===== config.mk =====
export PLATFORM = sky130hd
export DESIGN_NAME = ex_muldiv_unit
export DESIGN_NICKNAME = d
export VERILOG_FILES = /design/src/rtl/ex_muldiv_unit.sv
export SDC_FILE = /design/constraint.sdc
export NUM_CORES = 2
export LEC_CHECK = 0
export CORE_UTILIZATION = 38
export DETAILED_ROUTE_END_ITERATION = 16
export GPL_ROUTABILITY_DRIVEN = 0
export SLEW_MARGIN = 40
export SYNTH_ARGS = -nofsm -noshare
export SYNTH_HDL_FRONTEND = slang
export SYNTH_SLANG_ARGS = --single-unit

===== constraint.sdc =====
create_clock -name clk -period 4.1 [get_ports clk]
set_clock_uncertainty 0.1 [all_clocks]
set_input_delay 1.025 -clock clk [delete_from_list [all_inputs] [get_ports clk]]
set_output_delay 1.025 -clock clk [all_outputs]
set_load 0.03 [all_outputs]

===== src/rtl/ex_muldiv_unit.sv =====
// ---------------------------------------------------------------------------
// ex_muldiv_unit
//
// Iterative RV64M multiply/divide unit in the EX stage. An M-extension op
// presented by the ID/EX register is accepted in IDLE. It runs one radix-2
// step per cycle for XLEN cycles in CALC. The signed result is then
// registered out of DONE as a one-cycle valid_o pulse. While the op is being
// accepted and while it is in CALC, stall_o freezes PC, IF/ID and ID/EX.
//
// Optional feature macro: MULDIV_EARLY_OUT_EN
//   When defined, a zero divisor (any op) or a zero multiplicand (MUL family)
//   preloads the final raw result and skips the iterations. CALC then lasts a
//   single cycle. Results are identical to the full run.
//
// Ports
//   clk        in   1     clock, rising edge
//   reset      in   1     synchronous, active-high reset
//   start_i    in   1     ID/EX holds an M-extension op
//   flush_i    in   1     kill the in-flight op
//   funct3_i   in   3     000 MUL,001 MULH,010 MULHSU,011 MULHU,
//                         100 DIV,101 DIVU,110 REM,111 REMU
//   rs1_val_i  in   XLEN  operand a
//   rs2_val_i  in   XLEN  operand b
//   rd_i       in   5     destination register
//   stall_o    out  1     freeze PC, IF/ID and ID/EX this cycle
//   busy_o     out  1     unit is not idle
//   valid_o    out  1     result_o/rd_o valid this cycle (1-cycle pulse)
//   result_o   out  XLEN  result
//   rd_o       out  5     destination register of result
// ---------------------------------------------------------------------------
module ex_muldiv_unit #(
  parameter int XLEN  = 64,
  parameter int CNT_W = 7
) (
  input  logic            clk,
  input  logic            reset,
  input  logic            start_i,
  input  logic            flush_i,
  input  logic [2:0]      funct3_i,
  input  logic [XLEN-1:0] rs1_val_i,
  input  logic [XLEN-1:0] rs2_val_i,
  input  logic [4:0]      rd_i,
  output logic            stall_o,
  output logic            busy_o,
  output logic            valid_o,
  output logic [XLEN-1:0] result_o,
  output logic [4:0]      rd_o
);

  typedef enum logic [1:0] {IDLE, CALC, DONE} state_t;

  localparam logic [CNT_W-1:0] CNT_LAST = CNT_W'(XLEN - 1);

  state_t            state, state_next;
  logic              accept;

  // Operation context captured at accept.
  logic [2:0]        funct3_q;
  logic [4:0]        rd_q;
  logic              a_neg, b_neg, b_zero;
  logic [CNT_W-1:0]  counter;

  // opnd holds |a| (multiplicand) for MUL ops or |b| (divisor) for DIV ops.
  // acc is the 2*XLEN product for MUL ops. For DIV ops it is
  // {remainder, dividend/quotient}: quotient bits shift in from the bottom
  // while dividend bits shift out of the top of the low half.
  logic [XLEN-1:0]   opnd;
  logic [2*XLEN-1:0] acc;

  // ---------------------------------------------------------------------
  // Operand preparation at accept
  // ---------------------------------------------------------------------
  logic              is_mul_in, a_sgn_in, b_sgn_in, a_neg_in, b_neg_in;
  logic [XLEN-1:0]   a_abs, b_abs;
  logic [2*XLEN-1:0] acc_full_init;
  logic [2*XLEN-1:0] acc_init;
  logic [CNT_W-1:0]  cnt_init;
  logic              step_en;

  assign is_mul_in = ~funct3_i[2];
  // Operand a is signed for MULH, MULHSU, DIV and REM. Operand b is signed
  // for MULH, DIV and REM.
  assign a_sgn_in  = (funct3_i == 3'b001) || (funct3_i == 3'b010) ||
                     (funct3_i == 3'b100) || (funct3_i == 3'b110);
  assign b_sgn_in  = (funct3_i == 3'b001) || (funct3_i == 3'b100) ||
                     (funct3_i == 3'b110);
  assign a_neg_in  = a_sgn_in & rs1_val_i[XLEN-1];
  assign b_neg_in  = b_sgn_in & rs2_val_i[XLEN-1];
  assign a_abs     = a_neg_in ? -rs1_val_i : rs1_val_i;
  assign b_abs     = b_neg_in ? -rs2_val_i : rs2_val_i;
  assign acc_full_init = is_mul_in ? {{XLEN{1'b0}}, b_abs} : {{XLEN{1'b0}}, a_abs};

`ifdef MULDIV_EARLY_OUT_EN
  logic early, early_in;
  assign early_in = (rs2_val_i == '0) || (is_mul_in && (rs1_val_i == '0));
  // The preloaded values are exactly what the full iteration would leave in
  // acc: a zero product, or quotient all-ones with the remainder equal to |a|.
  assign acc_init = !early_in  ? acc_full_init :
                    is_mul_in  ? {2*XLEN{1'b0}} :
                                 {a_abs, {XLEN{1'b1}}};
  assign cnt_init = early_in ? '0 : CNT_LAST;
  assign step_en  = ~early;

  always_ff @(posedge clk) begin
    if (reset)       early <= 1'b0;
    else if (accept) early <= early_in;
  end
`else
  assign acc_init = acc_full_init;
  assign cnt_init = CNT_LAST;
  assign step_en  = 1'b1;
`endif

  // ---------------------------------------------------------------------
  // Radix-2 step logic
  // ---------------------------------------------------------------------
  logic            is_mul;
  logic [XLEN:0]   mul_sum;
  logic [XLEN:0]   div_shift;
  logic [XLEN-1:0] div_diff, div_rem;
  logic            div_ge;
  logic [2*XLEN-1:0] mul_next, div_next;

  assign is_mul    = ~funct3_q[2];
  // Shift-add: add the multiplicand into the upper half when the current
  // multiplier bit (acc[0]) is set, then shift the whole accumulator right.
  assign mul_sum   = {1'b0, acc[2*XLEN-1:XLEN]} + (acc[0] ? {1'b0, opnd} : {(XLEN+1){1'b0}});
  assign mul_next  = {mul_sum, acc[XLEN-1:1]};
  // Restoring divide: bring down the next dividend bit, then subtract the
  // divisor if it fits. The difference always fits XLEN bits when it is used.
  assign div_shift = {acc[2*XLEN-1:XLEN], acc[XLEN-1]};
  assign div_ge    = div_shift >= {1'b0, opnd};
  assign div_diff  = div_shift[XLEN-1:0] - opnd;
  assign div_rem   = div_ge ? div_diff : div_shift[XLEN-1:0];
  assign div_next  = {div_rem, acc[XLEN-2:0], div_ge};

  // ---------------------------------------------------------------------
  // Sign fixup and result select
  // ---------------------------------------------------------------------
  logic [2*XLEN-1:0] prod;
  logic [XLEN-1:0]   quo, rem, result_sel;
  logic              q_neg;

  assign prod  = (a_neg ^ b_neg) ? -acc : acc;
  // A zero divisor leaves the quotient all-ones regardless of sign. The
  // remainder keeps the dividend sign, which turns |a| back into a.
  assign q_neg = (a_neg ^ b_neg) & ~b_zero;
  assign quo   = q_neg ? -acc[XLEN-1:0] : acc[XLEN-1:0];
  assign rem   = a_neg ? -acc[2*XLEN-1:XLEN] : acc[2*XLEN-1:XLEN];

  always_comb begin
    // NOTE: every combinational output gets a default first so no path
    // leaves it unassigned and infers a latch.
    result_sel = rem;
    case (funct3_q)
      3'b000:                 result_sel = prod[XLEN-1:0];
      3'b001, 3'b010, 3'b011: result_sel = prod[2*XLEN-1:XLEN];
      3'b100, 3'b101:         result_sel = quo;
      default:                result_sel = rem;
    endcase
  end

  // ---------------------------------------------------------------------
  // FSM
  // ---------------------------------------------------------------------
  always_ff @(posedge clk) begin
    if (reset) state <= IDLE;
    else       state <= state_next;
  end

  always_comb begin
    state_next = state;
    stall_o    = 1'b0;
    accept     = 1'b0;
    busy_o     = (state != IDLE);
    case (state)
      IDLE: begin
        // A simultaneous flush kills the op before it is accepted.
        if (start_i && !flush_i) begin
          accept     = 1'b1;
          stall_o    = 1'b1;
          state_next = CALC;
        end
      end
      CALC: begin
        stall_o = 1'b1;
        if (flush_i)              state_next = IDLE;
        else if (counter == '0)   state_next = DONE;
      end
      DONE:    state_next = IDLE;
      default: state_next = IDLE;
    endcase
  end

  // ---------------------------------------------------------------------
  // Datapath and output registers
  // ---------------------------------------------------------------------
  always_ff @(posedge clk) begin
    // NOTE: clocked state uses non-blocking assignments only, so every
    // register samples the values from before this edge.
    if (reset) begin
      funct3_q <= '0;
      rd_q     <= '0;
      a_neg    <= 1'b0;
      b_neg    <= 1'b0;
      b_zero   <= 1'b0;
      counter  <= '0;
      opnd     <= '0;
      acc      <= '0;
      valid_o  <= 1'b0;
      result_o <= '0;
      rd_o     <= '0;
    end else begin
      valid_o <= 1'b0;
      if (accept) begin
        funct3_q <= funct3_i;
        rd_q     <= rd_i;
        a_neg    <= a_neg_in;
        b_neg    <= b_neg_in;
        b_zero   <= (rs2_val_i == '0);
        counter  <= cnt_init;
        opnd     <= is_mul_in ? a_abs : b_abs;
        acc      <= acc_init;
      end else if (state == CALC) begin
        if (step_en)        acc     <= is_mul ? mul_next : div_next;
        if (counter != '0)  counter <= counter - CNT_W'(1);
      end else if (state == DONE && !flush_i) begin
        valid_o  <= 1'b1;
        result_o <= result_sel;
        rd_o     <= rd_q;
      end
    end
  end

endmodule


Word-level counts from Yosys, hierarchy flattened:

Cells that the tools add are included.

* register bits after elaboration: 282
* bits of input ports: 140

* add/sub/neg operators: 8
* order comparisons: 1
* equality and inequality tests: 13
* multiplexer cells: 24
* bitwise gates (word level): 7
* reduce and logical (&&, ||, !) cells: 24

Operator list (count)
* $mux W128: 4
* $mux W64: 8
* $neg A64 Y64: 4
* $pmux W64 S3: 1
* $neg A128 Y128: 1
* $add A64 B64 Y65: 1
* $ge A65 B64 Y1: 1
* $logic_not A64 Y1: 1
* $sub A64 B64 Y64: 1
* $mux W6: 3
* $eq A3 B3 Y1 const B: 4
* $eq A3 B2 Y1 const B: 3
* $logic_not A7 Y1: 1
* $reduce_bool A7 Y1: 1
* $sub A7 B1 Y7 const B: 1
* $eq A3 B1 Y1 const B: 2
* $mux W2: 3
* $reduce_and A2 Y1: 3
* $reduce_bool A2 Y1: 3
* $reduce_or A3 Y1: 2
* $logic_or A1 B1 Y1: 5
* $pmux W2 S2: 1
* $reduce_or A2 Y1: 2
* $and A1 B1 Y1: 3
* other kinds (13): 18

Logic depth before layout (Yosys ltp):

* word-level depth: 8
* mapped depth: 16
* mapped depth without buffers: 14

Least setup slack after synthesis:

No wires, ideal clock.

* kind: register to register
* from: register acc[0]
* to: register result_o[58]
* library setup time: 0.117 ns
* arrival time: 4.017 ns
* data required time: 3.883 ns
* setup slack: -0.134 ns
* stages on the path, launching flop included: 16
* buffers on the path: 3
* period minus slack after synthesis: 4.234 ns
* path through: dfxtp_1 > clkbuf_1 > inv_2 > buf_1 > ha_1 > or3b_2 > or4_4 > or4_1 > buf_2 > or4_4 > or3_4 > nand2_2 > xnor2_1 > a21oi_1 > o22ai_1 > a22o_1

* cells in the longest elaborated chain, start to end: 3
* elaborated cells between the ends (all ways): 5

RTL lines
* start: declaration: line 68 `logic [2*XLEN-1:0] acc;`
* start signal: assignment: line 223 `acc <= acc_init;`
* start signal: assignment: line 225 `if (step_en) acc <= is_mul ? mul_next : div_next;`
* $neg A128 Y128 / $neg A64 Y64 (equally long branches): line 144, 148
* $mux W128 / $mux W64 (equally long branches): line 144, 148
* $pmux W64 S3 *: line 155 `case (funct3_q)`
* end signal: assignment: line 229 `result_o <= result_sel;`
* end: declaration: line 46 `output logic [XLEN-1:0] result_o,`

Mark *: on every way between the ends. The rest lies on a longest branch, timed or not.
A chain may end at the register's enable or synchronous reset.

Worst setup path after layout:

* from: register acc[0]
* to: register result_o[16]

Same word-level chain as after synthesis.

==> flow_summary.json <==
{
  "run_status": "finished, final reports clean",
  "most_used_dff_post_synth": "sky130_fd_sc_hd__dfxtp_1",
  "yosysSeqAreaShare": 0.186,
  "synth_edf_count": 0,
  "std_cell_rows": 103,
  "die_width_um": 285,
  "first_global_vias": 33000,
  "drt_iter0_drc": 4072,
  "die_h_um": 285,
  "multi_input_area_um2": 23100,
  "ys_ff_latch": 282,
  "switchingPower_w": 0.00352,
  "worst_slew_margin_relative_to_its_limit": 0.393,
  "fillerInstances": 7958,
  "power.density_nw_per_um2": 254,
  "criticalPathCategory": "reg2reg",
  "highest-signal-layer": "met5",
  "core_region_um2": 79000,
  "fin_util": 0.479,
  "power.share.switching": 0.366,
  "seq_area_um2": 5650,
  "share_comb_of_total_power": 0.342,
  "grtUsageTotal": 0.326,
  "initial_core_util": 0.384,
  "tightest_slew_ns": 0.910,
  "finalSetupViolCount": 0,
  "timing.max_cap.violations": 0,
  "grt_antenna_before_repair": 3,
  "crit_required_ns": 4.43,
  "setup_tns_ns": 0,
  "internal-power_w": 0.00609,
  "min_period_ns": 4.03,
  "detail_route.drc_violations": 0,
  "synthesized_cell_area_um2": 30400,
  "clk_latency_ns": 0.58,
  "grt_start_max_net_pins": 107,
  "avgSynthCellArea_um2": 6.87,
  "dieArea_um2": 81000,
  "crit_path_end_kind": "flip-flop",
  "power.total_w": 0.00960,
  "min-delay-start": "result_o[25]",
  "timing_max_transition_violations_final": 0,
  "wire_length_of_the_first_global_routing_pass_um": 204000,
  "io_buffer_count": 211,
  "total_grt_overflow": 0,
  "postRouteAntennaNets": 0,
  "cts-buffers-inserted": 34,
  "postSynth.asyncResetShare": 0,
  "ctsLongestPathBuffers": 3,
  "critical_path.startpoint_type": "flip-flop",
  "power_frac_clock": 0.349,
  "num_io_pins": 212,
  "wirelength_um": 138000,
  "worst-endpoint-arrival_ns": 4.36,
  "design.final.nets": 5088,
  "dr_wl_met2_um": 56300,
  "drive_gt1_frac": 0.142,
  "synthesis.nets": 4698,
  "irDropWorstVdd_mv": 0.270,
  "setup_ws_pre_cts_ns": -0.605,
  "min-delay-path-class": "reg2reg",
  "detailroute.via_count": 35900,
  "regToRegStartpoint": "acc[0]",
  "amount_of_wire_on_met3_after_detailed_routing_um": 15200,
  "tritoncts": "done",
  "clock-sinks": 282,
  "routed_met1_length_um": 57100,
  "dp_hpwl_um": 108000,
  "synth_cell_type_count": 91,
  "yosys_warnings": 0,
  "area_growth_syn_to_layout_pct": 24.6,
  "crit_fanout": 4,
  "timing.final.hold_violations": 0,
  "routedWlPerCell_um": 23.4,
  "synthCells": 4422,
  "clk_transition_reported_paths_ns": 0.08,
  "post-route-worst-setup-slack_ns": 0.0659,
  "timing.fmax_ghz": 0.248,
  "power.leakage_nw": 15.4,
  "seq_power_share": 0.309,
  "antenna_cells": 0,
  "final.period_utilization": 0.984,
  "cts_root_buf": "sky130_fd_sc_hd__clkbuf_16",
  "drt-pass1-iter-count": 6,
  "worst_setup_path_startpoint": "acc[0]",
  "post_drt_via_cell_ratio": 6.10,
  "cts.htree.levels": 2
}
-- critical path, cell delays in order, from the launching register on --
cell and delay [ns]:
sky130_fd_sc_hd__dfxtp_1 0.33, sky130_fd_sc_hd__inv_2 0.08, sky130_fd_sc_hd__ha_1 0.21, sky130_fd_sc_hd__or3b_2 0.48
sky130_fd_sc_hd__or4_4 0.46, sky130_fd_sc_hd__buf_4 0.18, sky130_fd_sc_hd__or4_1 0.45, sky130_fd_sc_hd__or3_1 0.42
sky130_fd_sc_hd__nor3_2 0.25, sky130_fd_sc_hd__a21oi_1 0.17, sky130_fd_sc_hd__a21oi_1 0.21, sky130_fd_sc_hd__a311oi_2 0.09
sky130_fd_sc_hd__a2111oi_2 0.25, sky130_fd_sc_hd__buf_4 0.17, sky130_fd_sc_hd__nor3_1 0.04
-- per-layer routing --
metal	up-vias	GRT usage
li1	16800	-
met1	16600	0.431
met2	2039	0.475
met3	404	0.0820
met4	4	0.192
met5	-	0
-- cell usage in the layout (no fill, tap or decap), types with 14 or more instances in the layout --
master,instances
sky130_fd_sc_hd__clkbuf_16,35
sky130_fd_sc_hd__xor2_1,184
sky130_fd_sc_hd__dfxtp_1,280
sky130_fd_sc_hd__nor4_1,50
sky130_fd_sc_hd__or3_1,59
sky130_fd_sc_hd__mux2i_1,106
sky130_fd_sc_hd__o31ai_1,51
sky130_fd_sc_hd__nor2_1,405
sky130_fd_sc_hd__o22ai_1,37
sky130_fd_sc_hd__a311oi_1,14
sky130_fd_sc_hd__and3_1,18
sky130_fd_sc_hd__a221oi_1,21
sky130_fd_sc_hd__and2_1,24
sky130_fd_sc_hd__nand2_1,495
sky130_fd_sc_hd__inv_1,125
sky130_fd_sc_hd__nor3_1,94
sky130_fd_sc_hd__or4_1,38
sky130_fd_sc_hd__o221ai_1,20
sky130_fd_sc_hd__a22o_1,25
sky130_fd_sc_hd__o21bai_1,35
sky130_fd_sc_hd__a31oi_1,52
sky130_fd_sc_hd__a21oi_1,491
sky130_fd_sc_hd__buf_4,505
sky130_fd_sc_hd__o211ai_1,124
sky130_fd_sc_hd__nand4_1,55
sky130_fd_sc_hd__clkdlybuf4s50_1,208
sky130_fd_sc_hd__nand2b_1,26
sky130_fd_sc_hd__a22oi_1,25
sky130_fd_sc_hd__mux2_2,14
sky130_fd_sc_hd__a211oi_1,37
sky130_fd_sc_hd__nand3_1,74
sky130_fd_sc_hd__a21o_1,78
sky130_fd_sc_hd__or2_2,21
sky130_fd_sc_hd__ha_1,131
sky130_fd_sc_hd__xnor2_1,218
sky130_fd_sc_hd__o21ai_0,370
-- synthesized netlist by cell type, drive strengths merged (17+ instances only) --
master / instances / area [um2]
nor2: 411 / 1540
a22o: 25 / 219
a21o: 78 / 586
o21ai: 372 / 1860
dfxtp: 282 / 5650
xor2: 185 / 1620
clkbuf: 335 / 1260
o21bai: 35 / 263
a221oi: 21 / 184
or2: 22 / 138
o41ai: 17 / 156
nand2: 496 / 1860
nor3: 98 / 495
a211oi: 37 / 278
nand3: 75 / 380
o211ai: 124 / 931
xnor2: 220 / 1930
mux2i: 106 / 1060
nand2b: 26 / 163
a22oi: 25 / 188
or3: 62 / 398
a21oi: 493 / 2470
nand4: 56 / 357
o22ai: 37 / 231
or4: 48 / 379
nor4: 54 / 359
a31oi: 53 / 332
inv: 127 / 477
o31ai: 51 / 383
o221ai: 21 / 184
and3: 18 / 113
ha: 134 / 1680
and2: 27 / 169
buf: 38 / 169
-- logic make-up after synthesis --
group / count (synthesis) / synth area share
buf+inv: 500 / 0.0628
mux: 120 / 0.0401
simple gates: 1461 / 0.228
compound gates: 1518 / 0.310
flops: 282 / 0.186
fa+ha+maj: 136 / 0.0565
xor+xnor: 405 / 0.117
-- final timing paths --
path	slack (ns)	cells past startpoint	to
worst min register to register	0.34	2	result_o[25]
worst max-delay path	0.07	14	result_o[16]
worst min-delay path	0.34	2	result_o[25]
worst max register to register	0.07	14	result_o[16]
-- flip-flops by register name (all words and copies together) (netlist names) --
signal	cells
rd_q	5
rd_o	5
b_zero	1
a_neg	1
valid_o	1
b_neg	1
result_o	64
opnd	64
counter	7
state	2
funct3_q	3
acc	128
-- through the flow --
step	std cells	hold WS (ns)	area, um2
5_1_grt	5888	0.364	37800
3_3_place_gp	5820	0.332	36400
3_5_place_dp	5820	0.333	36400
4_1_cts	5882	0.342	37600
2_1_floorplan	4422	0.332	30400
6_report	5888	0.342	37800
-- power by group through the flow --
stage,Combinational [W],Sequential (W),Clock [W]
finish,0.00328,0.00297,0.00335
global route,0.00349,0.00298,0.00346
CTS,0.00314,0.00296,0.00337
detailed placement,0.00311,0.00302,0
global placement,0.00310,0.00302,0
floorplan,0.00193,0.00295,0
-- final cells by class --
class / count / area share
multi-input cells: 3641 / 0.610
repair buffers: 726 / 0.162
flip-flops and latches: 282 / 0.149
well taps: 1050 / 0.0347
clock buffers: 48 / 0.0263
inverters: 127 / 0.0126
clock inverters: 14 / 0.00526
-- timing repair --
item,in CTS,in global routing
pin swaps,0,4
endpoints found under the setup margin,4,63
hold buffers,0,0
cloned,0,1
setup buffers,0,5
gates resized for setup,6,30
Power figures use the tool's default switching activity.
